**config.mk**
```make
export PLATFORM = sky130hd
export DESIGN_NAME = ifft8_seq
export DESIGN_NICKNAME = d
export VERILOG_FILES = /design/src/rtl/ifft8_seq.sv
export SDC_FILE = /design/constraint.sdc
export NUM_CORES = 2
export LEC_CHECK = 0
export BUFFER_PORTS_ARGS = -buffer_cell sky130_fd_sc_hd__buf_2
export CORE_UTILIZATION = 45
export DETAILED_ROUTE_END_ITERATION = 8
export GPL_TIMING_DRIVEN = 0
export PLACE_DENSITY = 0.59
export SLEW_MARGIN = 30
export SYNTH_ARGS = -nofsm -noshare
export SYNTH_HDL_FRONTEND = slang
export SYNTH_SLANG_ARGS = --single-unit
```
**constraint.sdc**
```tcl
create_clock -name clk -period 29.7 [get_ports clk]
set_input_delay 4.455 -clock clk [delete_from_list [all_inputs] [get_ports clk]]
set_output_delay 4.455 -clock clk [all_outputs]
set_load 0.01 [all_outputs]
```
**src/rtl/ifft8_seq.sv**
```systemverilog
// 8-point inverse FFT, sequential: load 8 samples, run 12 radix-2 DIF butterflies
// through one shared datapath, then stream out the time-domain samples divided by 8.
module ifft8_seq #(
    parameter logic signed [15:0] COS45 = 16'sd23170
) (
    input  logic               clk,
    input  logic               rst_n,
    input  logic               in_valid,
    output logic               in_ready,
    input  logic signed [31:0] in_real,
    input  logic signed [31:0] in_imag,
    output logic               out_valid,
    input  logic               out_ready,
    output logic signed [31:0] out_real,
    output logic signed [31:0] out_imag,
    output logic [2:0]         out_index,
    output logic               busy
);

    typedef enum logic [1:0] {LOAD, CALC, OUT} state_e;

    state_e             state_q, state_d;
    logic [2:0]         load_cnt_q, load_cnt_d;
    logic [3:0]         step_q, step_d;
    logic [2:0]         m_q, m_d;
    logic signed [31:0] mem_re [8];
    logic signed [31:0] mem_im [8];

    logic               in_acc, out_acc;
    logic [1:0]         j;
    logic [2:0]         a_idx, b_idx, rd_idx;
    logic [1:0]         tw;
    logic signed [31:0] sr, si, dr, di, tr, ti, pxt, pyt;
    logic signed [47:0] px, py;

    assign in_acc = in_valid & in_ready;
    assign out_acc = out_valid & out_ready;
    assign rd_idx = {m_q[0], m_q[1], m_q[2]};

    // Butterfly schedule: step[3:2] selects the stage, step[1:0] the pair within it.
    assign j = step_q[1:0];
    always_comb begin
        a_idx = {1'b0, j};
        b_idx = {1'b1, j};
        tw    = j;
        case (step_q[3:2])
            2'd1: begin
                a_idx = {j[1], 1'b0, j[0]};
                b_idx = {j[1], 1'b1, j[0]};
                tw    = {j[0], 1'b0};
            end
            2'd2: begin
                a_idx = {j, 1'b0};
                b_idx = {j, 1'b1};
                tw    = 2'd0;
            end
            default: ;
        endcase
    end

    // Shared butterfly: a' = a+b, b' = (a-b) * conj twiddle
    always_comb begin
        sr = mem_re[a_idx] + mem_re[b_idx];
        si = mem_im[a_idx] + mem_im[b_idx];
        dr = mem_re[a_idx] - mem_re[b_idx];
        di = mem_im[a_idx] - mem_im[b_idx];
    end

    assign px  = 48'(dr) * 48'(COS45);
    assign py  = 48'(di) * 48'(COS45);
    assign pxt = 32'(px >>> 15);
    assign pyt = 32'(py >>> 15);

    always_comb begin
        tr = dr;
        ti = di;
        case (tw)
            2'd1: begin tr = pxt - pyt;  ti = pxt + pyt; end
            2'd2: begin tr = -di;        ti = dr;        end
            2'd3: begin tr = -pxt - pyt; ti = pxt - pyt; end
            default: ;
        endcase
    end

    // Sample memory is deliberately not reset; it is only read after a full reload.
    always_ff @(posedge clk) begin
        if (state_q == LOAD && in_acc) begin
            mem_re[load_cnt_q] <= in_real;
            mem_im[load_cnt_q] <= in_imag;
        end else if (state_q == CALC) begin
            mem_re[a_idx] <= sr;
            mem_im[a_idx] <= si;
            mem_re[b_idx] <= tr;
            mem_im[b_idx] <= ti;
        end
    end

    always_ff @(posedge clk or negedge rst_n) begin
        if (!rst_n) begin
            state_q    <= LOAD;
            load_cnt_q <= '0;
            step_q     <= '0;
            m_q        <= '0;
        end else begin
            state_q    <= state_d;
            load_cnt_q <= load_cnt_d;
            step_q     <= step_d;
            m_q        <= m_d;
        end
    end

    always_comb begin
        state_d    = state_q;
        load_cnt_d = load_cnt_q;
        step_d     = step_q;
        m_d        = m_q;
        case (state_q)
            LOAD: if (in_acc) begin
                load_cnt_d = load_cnt_q + 3'd1;
                if (load_cnt_q == 3'd7) begin
                    state_d    = CALC;
                    load_cnt_d = '0;
                    step_d     = '0;
                end
            end
            CALC: if (step_q == 4'd11) begin
                state_d = OUT;
                step_d  = '0;
                m_d     = '0;
            end else begin
                step_d = step_q + 4'd1;
            end
            OUT: if (out_acc) begin
                m_d = m_q + 3'd1;
                if (m_q == 3'd7) begin
                    state_d = LOAD;
                    m_d     = '0;
                end
            end
            default: state_d = LOAD;
        endcase
    end

    always_comb begin
        in_ready  = (state_q == LOAD);
        out_valid = (state_q == OUT);
        busy      = (state_q != LOAD);
        out_real  = '0;
        out_imag  = '0;
        out_index = '0;
        if (state_q == OUT) begin
            out_index = m_q;
            out_real  = mem_re[rd_idx] >>> 3;
            out_imag  = mem_im[rd_idx] >>> 3;
        end
    end

endmodule

```
== Yosys cells after proc, flatten, opt, wreduce, memory -nomap -nowiden ==
Memory sizes are Yosys's and may differ from the RTL's.
Index checks and enable logic that the tools add are counted.

* Multipliers: 2
* Shifts and indexed selects: 0
* Mux-type cells: 34
* Equal/unequal tests: 15
* Add/subtract/negate cells: 12
* $lt $le $gt $ge: 0
* Reduce and logical (&&, ||, !) cells: 11
* Div/mod/pow operators: 0
* Bitwise gates (word level): 2

{| class="wikitable"
|+ Operators by type and width
! kind !! number
|-
| 32-bit one-hot mux with 3 select lines || 2
|-
| 32-bit 2-to-1 mux || 4
|-
| 32-bit subtractor || 4
|-
| 32-bit adder || 3
|-
| 32-bit by 15-bit multiplier with 46-bit output (second input constant) || 2
|-
| 32-bit negation || 2
|-
| 32-bit OR reduction || 2
|-
| 3-bit 2-to-1 mux || 7
|-
| 3-bit one-hot mux with 2 select lines || 3
|-
| 4-bit 2-to-1 mux || 3
|-
| 2-bit 2-to-1 mux || 5
|-
| 2-bit by 1-bit inequality test with 1-bit output (second input constant) || 5
|-
| 2-bit == test (second input constant) || 4
|-
| 4-bit one-hot mux with 2 select lines || 1
|-
| 1-bit 2-to-1 mux || 7
|-
| 3-bit by 1-bit adder with 3-bit output (second input constant) || 2
|-
| 2-bit by 1-bit == test with 1-bit output (second input constant) || 3
|-
| 3-bit == test (second input constant) || 2
|-
| 2-bit one-hot mux with 3 select lines || 1
|-
| 3-bit AND reduction || 2
|-
| 2-bit nonzero test || 3
|-
| 5-bit AND reduction || 1
|-
| 4-bit by 1-bit adder with 4-bit output (second input constant) || 1
|-
| 4-bit == test (second input constant) || 1
|-
| other kinds (5) || 6
|}

* Register bits: 12
* Output and inout port bits: 70
* Memories: 2
* Latch bits: 0
* Memory bits (read-only): 0
* Bits in writable memories: 512
* Logic and storage cells: 82

{| class="wikitable"
|+ Memory list
! memory !! depth !! width !! rd ports !! clocked after Yosys merged registers in !! write ports !! RTL line !! source
|-
| mem_im || 8 || 32 || 3 || 0 || 2 || 27 || <nowiki>logic signed [31:0] mem_im [8];</nowiki>
|-
| mem_re || 8 || 32 || 3 || 0 || 2 || 26 || <nowiki>logic signed [31:0] mem_re [8];</nowiki>
|}

== Depth between registers and ports, before layout ==
An unclocked memory read counts as a cell.

* Word-level depth: 8
* Depth in mapped cells: 59
* Depth with buffers taken out: 56

== Least setup slack after synthesis ==
No wires, ideal clock.

* Kind: reg-to-reg
* From: register step_q[2]
* To: memory mem_re[7][30], data pin
* Cell stages (with the launch flop): 51
* Data arrival time: 12.732 ns
* Path slack: 16.821 ns
* Period minus slack after synthesis: 12.879 ns
* Cell sequence: dfrtp_1 inv_1 ha_1 clkbuf_1 o21ai_1 clkbuf_1 mux4_2 a21o_1 inv_1 ha_1 inv_1 fa_1 nor2b_1 o21ai_0 a2111oi_2 o41ai_1 a211oi_1 or3_1 [... 15 more ...] and2_1 a211oi_1 nor2b_1 nor2_1 xnor2_1 ha_1 nor4_1 nor4b_1 nand2_1 nor2_1 a221o_1 nor3_1 or4_1 o21ai_0 mux2_2 a2111oi_0 nor3_1 a21oi_1

{| class="wikitable"
|+ RTL lines
! what !! RTL line !! source
|-
| start: declaration || 24 || <nowiki>logic [3:0] step_q, step_d;</nowiki>
|-
| start signal: assignment || 107 || <nowiki>step_q <= step_d;</nowiki>
|-
| end: declaration || 26 ||
|}

==> summary.log <==
qor: status.outcome completed
qor: worst_setup_path.worst_reg_to_reg_setup_slack 12.28 ns
qor: global_route.overall_global_routing_resource_usage 43.2%
qor: logic_synthesis.yosys_register_bits 524
qor: route.drt_first_pass_iters 7
qor: route.vias 57800
qor: logic_synthesis.basic_gate_share_of_the_synthesized_area_counting_and_or_nand_and_nor_cells 11.2%
qor: worst_setup_path.critPathTopFamily compound AO/OA/AOI/OAI gates
qor: die.die-area 137000 sq um
qor: placement.dp_slack 12.85 ns
qor: die.std_cell_rows 134
qor: worst_setup_path.rr_endpoint mem_im[7][31]
qor: worst_setup_path.cp-end-kind flop
qor: clocking.clock_sinks 524
qor: sta.final_critical_path_setup_slack 12.28 ns
qor: sta.worst_pin_slew 1.23 ns
qor: logic_synthesis.yosys_warnings 0
qor: clocking.cts_hold_repair.buffers 0
qor: worst_setup_path.critPathMostFrequentCell sky130_fd_sc_hd__ha_1
qor: worst_setup_path.crit_buf_inv 8
qor: logic_synthesis.mappedNetlistArea 61200 sq um
qor: global_route.grt_pass1_vias 54100
qor: placement.gp_routability_congestion 1.05
qor: clocking.cts_htree_levels 2
qor: logic_synthesis.yosys-top-cells-area sky130_fd_sc_hd__edfxtp_1 (25%), sky130_fd_sc_hd__ha_1 (14%), sky130_fd_sc_hd__mux4_2 (8.9%)
qor: clocking.tritoncts.num_buffers 57
qor: clocking.cts_resized 0
qor: logic_synthesis.main_combinational_cell_family_by_area_after_synthesis adder cells
qor: logic_synthesis.synth_area_leader_cell sky130_fd_sc_hd__edfxtp_1
qor: placement.io_buffers 137
qor: route.detail_route.vias_per_cell 6.77
qor: route.antenna_violating_nets_left 0
qor: placement.dpl.hpwl 235 mm
qor: worst_hold_path.worstHoldStart step_q[3]
qor: cells_and_area.flow.area_growth_from_synthesis 12.6%
qor: worst_hold_path.hp-class reg -> reg
qor: route.drt_drc_violations_left 0
qor: sta.grt_setup_unrepaired no
qor: sta.layout_worst_path_cycle_share 58.7%
qor: flow_run.timing.max_cap.violations 0
qor: sta.skew 0.0269 ns
qor: route.drt_iter0_markers 9613
qor: die.io_pins 138
qor: sta.worst_slew_margin_rel 17.8%
qor: logic_synthesis.syn_avg_cell_area 9.54 sq um
qor: worst_setup_path.critPathMaxFanout 10
qor: die.core_area 134000 sq um
qor: route.totalWireLength 304 mm
qor: worst_setup_path.worst-endpoint-arrival 17.82 ns
qor: worst_setup_path.worst-r2r-cell-count 50
qor: die.die-width 371 microns
qor: logic_synthesis.edff_count_synth 512
qor: sta.max_clock_freq 57.4 MHz
qor: clocking.clk_pin_slew 0.07 ns
qor: cells_and_area.filler_cell_count 12500
qor: logic_synthesis.synthMuxAreaShare 15.0%
qor: worst_hold_path.min_delay_worst_endpoint step_q[3]
qor: worst_setup_path.worstSetupStartpointType flop
qor: clocking.tritoncts_clock_tree built
qor: worst_hold_path.worstHoldPathCells 1
qor: cells_and_area.sequential_cell_area 15700 sq um
qor: global_route.gr-total-overflow 0
qor: cells_and_area.post-route-util 51.3%
qor: logic_synthesis.postSynthNetCount 7433
qor: clocking.worst_skew_pair.late_latency 0.70 ns
qor: cells_and_area.drive_above_1_share 14.8%
qor: global_route.antenna_found_initial 17
qor: cells_and_area.nNetsFinal 7736
qor: logic_synthesis.synthFlopType sky130_fd_sc_hd__edfxtp_1
qor: worst_setup_path.regToRegStartpoint step_q[2]
qor: cells_and_area.stdcell_area 68800 sq um
qor: logic_synthesis.synthTopCellsByCount sky130_fd_sc_hd__nor2_1 (840), sky130_fd_sc_hd__ha_1 (705), sky130_fd_sc_hd__inv_1 (624), sky130_fd_sc_hd__a21oi_1 (531), sky130_fd_sc_hd__edfxtp_1 (512)
qor: worst_setup_path.crit_path_max_delay_cell_type sky130_fd_sc_hd__o21ai_2
qor: logic_synthesis.synthDominantCellAreaShare 25.1%
qor: clocking.cts.root.buffer_cell sky130_fd_sc_hd__clkbuf_16
qor: worst_setup_path.timing.critical_path.depth 50
qor: logic_synthesis.yosys.area_share.xor_xnor 4.08%
qor: logic_synthesis.synthArstFlopShare 2.29%
qor: sta.timing.setup.tns 0 ns
qor: global_route.grt_first_pass_wirelength 414 mm
qor: global_route.grt_max_degree 19
qor: clocking.post_cts.repair.setup_buffers 0
qor: worst_setup_path.crit_type reg -> reg
qor: placement.detailed_place.area 67000 sq um
qor: cells_and_area.multi_input_comb_area 42400 sq um
qor: logic_synthesis.synth.yosys.seq_area_share 25.6%
qor: logic_synthesis.yosys.area_share.adder 22.6%
qor: route.detail_route.wl_per_cell 35.6 microns
qor: sta.timing.final.hold_violations 0
qor: sta.timing.final.max_slew_violations 0
qor: logic_synthesis.post_synth_inst_count 6409
qor: clocking.clock_tree.buffer_depth 3
qor: logic_synthesis.post_synth_num_cell_types 102
qor: worst_setup_path.crit_required 30.10 ns
qor: sta.fin_crit 17.42 ns
qor: worst_setup_path.cpPeakStageDelay 0.85 ns
qor: sta.setup_viol 0
qor: logic_synthesis.post-synth-top-count-cell sky130_fd_sc_hd__nor2_1
qor: logic_synthesis.synth_compound_gate_area_share 15.3%
qor: die.floorplan.initialDensity 45.6%
qor: die.chipHeight 371 microns
## worst max path at each step
stage,startpoint,end,slack [ns]
detailed placement,step_q[2],mem_im[7][31],12.85
global placement,step_q[2],mem_im[6][30],10.32
global route,step_q[2],mem_im[5][31],11.76
finish,step_q[2],mem_im[7][31],12.28
floorplan,step_q[2],mem_re[7][30],16.82
CTS,step_q[2],mem_re[6][28],12.82
## layout make-up
class                           count  area share (%)
Sequential cell                   524            22.8
Tap cell                         1768            3.21
Inverter                          631            3.44
Clock inverter                     38           0.500
Clock buffer                       68            2.13
Antenna cell                        9          0.0327
Multi-Input combinational cell   4889            61.5
Buffer                            365            2.37
Timing Repair Buffer              244            4.01
## sequential cells by signal (all words and copies together) (netlist names)
name	count
state_q	2
load_cnt_q	3
step_q	4
mem_re	256
m_q	3
mem_im	256
## cell usage in the layout, fill, tap and decap left out, types with 83 or more instances in the layout
cell type and n:
sky130_fd_sc_hd__buf_2 199, sky130_fd_sc_hd__nand3_1 89, sky130_fd_sc_hd__mux2i_1 298, sky130_fd_sc_hd__nor3_1 99, sky130_fd_sc_hd__inv_1 624, sky130_fd_sc_hd__clkbuf_2 111
sky130_fd_sc_hd__a21o_1 83, sky130_fd_sc_hd__ha_1 705, sky130_fd_sc_hd__edfxtp_1 512, sky130_fd_sc_hd__o21ai_0 205, sky130_fd_sc_hd__nand2_1 287, sky130_fd_sc_hd__o22ai_1 174
sky130_fd_sc_hd__xnor2_1 193, sky130_fd_sc_hd__fa_1 250, sky130_fd_sc_hd__clkbuf_1 175, sky130_fd_sc_hd__nor2_1 837, sky130_fd_sc_hd__a21oi_1 510, sky130_fd_sc_hd__mux4_2 242
## worst reg2reg max path, delay by kind of cell (launching register included)
family | cells | cell delay (ns)
buffers and inverters | 8 | 2.66
muxes | 3 | 1.08
DFF | 1 | 0.42
xor gates and xnor gates | 3 | 0.82
AOI/OAI and AO/OA | 14 | 5.86
and+or+nand+nor | 12 | 2.28
adders and majority gates | 10 | 4.04
## routing by layer
metal	GRT usage (%)	routed length, microns	vias to the layer above
met4	30.1	26700	16
li1	-	-	23800
met3	16.9	46000	1221
met1	53.8	109000	28000
met5	0	118	-
met2	61.0	121000	4771
## logic make-up (layout without fill, tap and decap cells)
| family | after synthesis | count (layout) |
|---|---|---|
| AO/OA/AOI/OAI | 1478 | 1478 |
| XOR/XNOR | 285 | 285 |
| adder cells (fa/ha/maj) | 956 | 956 |
| buffers and inverters | 996 | 1346 |
| flip-flops | 524 | 524 |
| multiplexers | 604 | 604 |
| other | 0 | 9 |
| AND/OR/NAND/NOR | 1566 | 1566 |
## metrics by stage
step,hold slack (ns),cells
after global placement,0.523,8314
final,0.552,8536
after detailed placement,0.537,8421
after CTS,0.547,8527
after floorplan,0.495,6409
after global routing,0.580,8528
Power is not shown: default switching activity piles up to over one toggle a cycle in this logic, so the estimate is an artifact.
